### src/rtl/papuf_eval_ctrl.sv
//==============================================================================
// Module   : papuf_eval_ctrl
// Function : papuf16 evaluation sequencer returning a per-bit majority vote over
//            NUM_EVAL evaluations. PAPUF_STABILITY_FLAG_EN adds resp_unstable.
// Revision : 1.0 - initial release
//==============================================================================
`default_nettype none

module papuf_eval_ctrl #(
   parameter int NUM_EVAL   = 5,
   parameter int SETUP_CYC  = 2,
   parameter int PULSE_CYC  = 4,
   parameter int SETTLE_CYC = 4
) (
   input  logic        clk,
   input  logic        rst_n,
   input  logic        cmd_valid,
   output logic        cmd_ready,
   input  logic [15:0] cmd_challenge,
   output logic [15:0] puf_challenge,
   output logic        puf_pulse,
   input  logic [15:0] puf_response,
   output logic        resp_valid,
   input  logic        resp_ready,
   output logic [15:0] resp_data,
`ifdef PAPUF_STABILITY_FLAG_EN
   output logic [15:0] resp_unstable,
`endif
   output logic        busy
);

   localparam int c_vote_w  = $clog2(NUM_EVAL + 1);
   localparam int c_max_cyc = (SETUP_CYC > PULSE_CYC)
                              ? ((SETUP_CYC > SETTLE_CYC) ? SETUP_CYC : SETTLE_CYC)
                              : ((PULSE_CYC > SETTLE_CYC) ? PULSE_CYC : SETTLE_CYC);
   localparam int c_cyc_w   = $clog2(c_max_cyc + 1);

   typedef enum logic [2:0] {
      S_IDLE   = 3'd0,
      S_SETUP  = 3'd1,
      S_PULSE  = 3'd2,
      S_SETTLE = 3'd3,
      S_SAMPLE = 3'd4,
      S_DONE   = 3'd5
   } state_t;

   state_t              r_state;
   logic [15:0]         r_sync1;
   logic [15:0]         r_sync2;
   logic [c_vote_w-1:0] r_vote [16];
   logic [c_vote_w-1:0] r_eval_cnt;
   logic [c_cyc_w-1:0]  r_phase_cnt;
   logic [15:0]         w_majority;
   logic                w_accept;

   assign w_accept = cmd_valid && cmd_ready;

   always_ff @(posedge clk or negedge rst_n) begin
      if (!rst_n) begin
         r_sync1 <= '0;
         r_sync2 <= '0;
      end else begin
         r_sync1 <= puf_response;
         r_sync2 <= r_sync1;
      end
   end

   always_ff @(posedge clk or negedge rst_n) begin
      if (!rst_n) begin
         for (int i = 0; i < 16; i++) r_vote[i] <= '0;
      end else if (r_state == S_IDLE && w_accept) begin
         for (int i = 0; i < 16; i++) r_vote[i] <= '0;
      end else if (r_state == S_SAMPLE) begin
         for (int i = 0; i < 16; i++) r_vote[i] <= r_vote[i] + c_vote_w'(r_sync2[i]);
      end
   end

`ifdef PAPUF_STABILITY_FLAG_EN
   logic [15:0] w_unstable;
`endif

   genvar gi;
   generate
      for (gi = 0; gi < 16; gi++) begin : g_vote
         assign w_majority[gi] = (r_vote[gi] > c_vote_w'(NUM_EVAL / 2));
`ifdef PAPUF_STABILITY_FLAG_EN
         assign w_unstable[gi] = (r_vote[gi] != '0) && (r_vote[gi] != c_vote_w'(NUM_EVAL));
`endif
      end
   endgenerate

   always_ff @(posedge clk or negedge rst_n) begin
      if (!rst_n) begin
         r_state       <= S_IDLE;
         r_eval_cnt    <= '0;
         r_phase_cnt   <= '0;
         puf_challenge <= '0;
         puf_pulse     <= 1'b0;
         resp_valid    <= 1'b0;
         resp_data     <= '0;
         busy          <= 1'b0;
         cmd_ready     <= 1'b1;
`ifdef PAPUF_STABILITY_FLAG_EN
         resp_unstable <= '0;
`endif
      end else begin
         case (r_state)
            S_IDLE: begin
               if (w_accept) begin
                  puf_challenge <= cmd_challenge;
                  r_eval_cnt    <= '0;
                  r_phase_cnt   <= '0;
                  busy          <= 1'b1;
                  cmd_ready     <= 1'b0;
                  r_state       <= S_SETUP;
               end
            end
            S_SETUP: begin
               if (r_phase_cnt == c_cyc_w'(SETUP_CYC - 1)) begin
                  r_phase_cnt <= '0;
                  puf_pulse   <= 1'b1;
                  r_state     <= S_PULSE;
               end else begin
                  r_phase_cnt <= r_phase_cnt + 1'b1;
               end
            end
            S_PULSE: begin
               if (r_phase_cnt == c_cyc_w'(PULSE_CYC - 1)) begin
                  r_phase_cnt <= '0;
                  puf_pulse   <= 1'b0;
                  r_state     <= S_SETTLE;
               end else begin
                  r_phase_cnt <= r_phase_cnt + 1'b1;
               end
            end
            S_SETTLE: begin
               if (r_phase_cnt == c_cyc_w'(SETTLE_CYC - 1)) begin
                  r_phase_cnt <= '0;
                  r_state     <= S_SAMPLE;
               end else begin
                  r_phase_cnt <= r_phase_cnt + 1'b1;
               end
            end
            S_SAMPLE: begin
               r_eval_cnt <= r_eval_cnt + 1'b1;
               if (r_eval_cnt == c_vote_w'(NUM_EVAL - 1)) r_state <= S_DONE;
               else                                       r_state <= S_SETUP;
            end
            S_DONE: begin
               // Final votes land on DONE entry, so the result is registered one cycle later.
               if (!resp_valid) begin
                  resp_valid <= 1'b1;
                  resp_data  <= w_majority;
`ifdef PAPUF_STABILITY_FLAG_EN
                  resp_unstable <= w_unstable;
`endif
               end else if (resp_ready) begin
                  resp_valid <= 1'b0;
                  busy       <= 1'b0;
                  cmd_ready  <= 1'b1;
                  r_state    <= S_IDLE;
               end
            end
            default: r_state <= S_IDLE;
         endcase
      end
   end

endmodule

`default_nettype wire

### config.mk
export PLATFORM = sky130hd
export DESIGN_NAME = papuf_eval_ctrl
export DESIGN_NICKNAME = d
export VERILOG_FILES = /design/src/rtl/papuf_eval_ctrl.sv
export SDC_FILE = /design/constraint.sdc
export NUM_CORES = 1
export LEC_CHECK = 0
export ABC_AREA = 0
export CAP_MARGIN = 20
export CORE_MARGIN = 5
export CORE_UTILIZATION = 54
export DETAILED_ROUTE_END_ITERATION = 6
export PLACE_DENSITY_LB_ADDON = 0.25
export SYNTH_ARGS = -nofsm -noshare
export SYNTH_HDL_FRONTEND = slang
export SYNTH_SLANG_ARGS = --single-unit
### constraint.sdc
create_clock -name clk -period 1.95 [get_ports clk]
set_clock_uncertainty 0.2 [all_clocks]
set_input_delay 0.39 -clock clk [delete_from_list [all_inputs] [get_ports clk]]
set_output_delay 0.39 -clock clk [all_outputs]
set_load 0.02 [all_outputs]
==> metrics.md <==
| Metric | Value |
|---|---|
| Status | `finished clean` |
| Multi-input logic area | `0.00189 sq mm` |
| Die width | `108 um` |
| Hold Vio Cnt, Final | `0` |
| R2r setup slk | `150 ps` |
| Post-DP HPWL | `6450 um` |
| Remaining antenna violation count | `0` |
| Global-route wire length before repair | `17,000 um` |
| Most common cell after layout, fill and taps aside | `dfrtp_1` |
| Most frequent cells in the layout | `124 x dfrtp_1, 85 x a21oi_1, 71 x nand2_1, 38 x ha_1, 35 x dlygate4sd2_1` |
| Initial DRC Count | `169` |
| Nets | `622` |
| Reg2reg end | `r_vote[35]` |
| Worst path slowest cell | `dfstp_2` |
| Worst path bufs/invs | `1` |
| Ant diodes | `0` |
| Total Neg Setup Slack | `0 ps` |
| Crit share post-route | `0.941` |
| # rows | `35` |
| Unrepaired setup endpoints after global routing | `no` |
| Largest net degree at the start of global routing | `66` |
| Leak Pwr | `0.00314 uW` |
| Finished Core Util | `0.725` |
| Critical path launch point type | `flip-flop` |
| Fill cells | `671` |
| Hold path startpoint | `puf_response[0]` |
| Root buf cell | `clkbuf_8` |
| Port bufs | `71` |
| Synth Cell Area | `0.00519 sq mm` |
| Net Count, Synth | `545` |
| Detailed-route DRC error count | `0` |
| Vias/cell | `5.22` |
| Req. time, crit path | `1360 ps` |
| Via count | `3,604` |
| Starting Density | `0.557` |
| Critical path's top delay family | `flip-flops` |
| Max frequency | `545 MHz` |
| Kind of critical path | `flip-flop to output pin` |
| Relative slew slack | `0.721` |
| GP Congestion | `0.746` |
| Synthesis Warnings | `0` |
| Reg2Reg Launch Point | `r_state[0]` |
| Hold path endpoint | `r_sync1[0]` |
| Avg WL per Cell | `14.8 um` |
| Number of flops mapped to enable cells by yosys | `0` |
| Final setup vio count | `0` |
| Routed wire length | `10,200 um` |
| P per Cell Area | `896 mW/mm^2` |
| Synth Flop Type | `dfrtp_1` |
| CTS Buf Count | `17` |
| Vias in the first global route | `3,734` |
| Worst Reg2Reg Path Length in Cells | `4` |
| Worst path max stage delay | `560 ps` |
| Insertion delay to the later sink of the worst-skew pair | `520 ps` |
| Critical path endpoint category | `output pin` |
| Sequential share of the synthesized area | `0.603` |
| Worst EP arrival | `1240 ps` |
| Drt first pass iters | `4` |
| Mapped Cells | `471` |
| Clock tree buffer depth | `2` |
| Worst hold stages | `1` |
| DIE AREA | `0.0117 sq mm` |
| Max-Cap Viols | `0` |
| All-Layer GR Usage | `0.187` |
| Synth-to-Final Area Change | `30.2%` |
| CP Max Fanout | `4` |
| Register area | `0.00313 sq mm` |
| Library cells used by synthesis | `35` |
| CORE AREA | `0.00933 sq mm` |
| I/O pin count | `72` |
| Worst Max-Slew Pin Slew | `417 ps` |
| Clock-pin slew on the worst setup and hold paths | `60 ps` |
| Worst vdd ir | `1.10 mV` |
| Initial antenna violation count | `0` |
| Max-slew violation count | `0` |
| Tmin final | `1830 ps` |
| Worst hold path class | `primary input to flip-flop` |
| Remaining Overflow, GRT | `0` |
| Post-synthesis sequential element count | `125` |
| Layout cell share with drive strength beyond 1 | `0.123` |
| Avg Inst Size Synth | `11.0 sq um` |
| CTS tree | `done` |
| Ys async rst share | `1.00` |
| Die H | `108 um` |
| H-tree levels | `4` |
| Crit-path cells | `buf_2` |
| # clock sinks | `125` |
==> synth_stat cells (2+ instances only) <==
cell type | n | area (sq um)
dfrtp_1 | 124 | 3100
a21oi_1 | 85 | 425
nand2_1 | 71 | 267
ha_1 | 38 | 475
inv_1 | 25 | 93.8
o21ai_0 | 22 | 110
nor2_1 | 18 | 67.6
clkbuf_1 | 16 | 60.1
mux2_2 | 16 | 180
or3_1 | 16 | 100
buf_2 | 9 | 45.0
o31ai_1 | 4 | 30.0
a211oi_1 | 2 | 15.0
a31oi_1 | 2 | 12.5
nand3_1 | 2 | 10.0
nor2b_1 | 2 | 12.5
==> through the flow <==
stage | instances | hold slack, ps | setup slack, ps | power [uW] | area, sq um
after global routing | 690 | 84.2 | 68.8 | 6260 | 6760
final | 690 | 107 | 116 | 6060 | 6760
after floorplan | 471 | -106 | 105 | 2720 | 5190
after global placement | 656 | 120 | -97.6 | 2850 | 6150
after detailed placement | 656 | 122 | -123 | 2860 | 6150
after CTS | 689 | 81.1 | 28.9 | 6140 | 6730
==> power breakdown <==
| group | total (uW) | leakage (uW) | internal, uW | switching [uW] |
|---|---|---|---|---|
| registers | 2640 | 0.00138 | 2630 | 10.9 |
| clock network | 3240 | 0.000285 | 2110 | 1140 |
| logic | 175 | 0.00148 | 91.5 | 83.2 |
==> cell type report <==
cell class,count,share of cell area
multi-input cells,295,0.280
well taps,129,0.0239
inverters,25,0.0139
clock buffers,18,0.0633
clock inverters,14,0.0285
repair buffers,84,0.128
flip-flops and latches,125,0.463
==> worst max path at each step <==
stage / end / from / depth (start not counted)
after global routing: r_eval_cnt[1] / r_state[0] / 5
after CTS: r_vote[35] / r_state[0] / 4
final: cmd_ready / cmd_ready / 1
after global placement: r_eval_cnt[1] / cmd_valid / 6
after floorplan: puf_challenge[0] / cmd_ready / 4
after detailed placement: r_eval_cnt[1] / cmd_valid / 6
==> cell families after synthesis <==
group           count (synthesis)  share of synthesized area
fa+ha+maj                      38                     0.0916
flops                         125                      0.603
buf+inv                        51                     0.0390
simple gates                  118                      0.104
compound gates                123                      0.128
mux                            16                     0.0347
==> routing by layer <==
layer,track usage,routed length (um)
met1,0.219,4260
met3,0.0484,319
met4,0.0857,239
met5,0,0
met2,0.323,5400
==> flip-flops by register name, indices dropped and copies added, names as in the netlist, 3 cells and up <==
name           flops
r_vote            48
r_phase_cnt        3
r_sync2           16
resp_data         16
r_eval_cnt         3
r_sync1           16
r_state            3
puf_challenge     16
==> repair_timing <==
item,CTS,global route
setup endpoints to repair,36,1
cloned,0,1
hold endpoints to repair,125,0
setup buffers,0,0
resized for setup,39,1
hold buffers,1,0
Power figures use the tool's default switching activity.
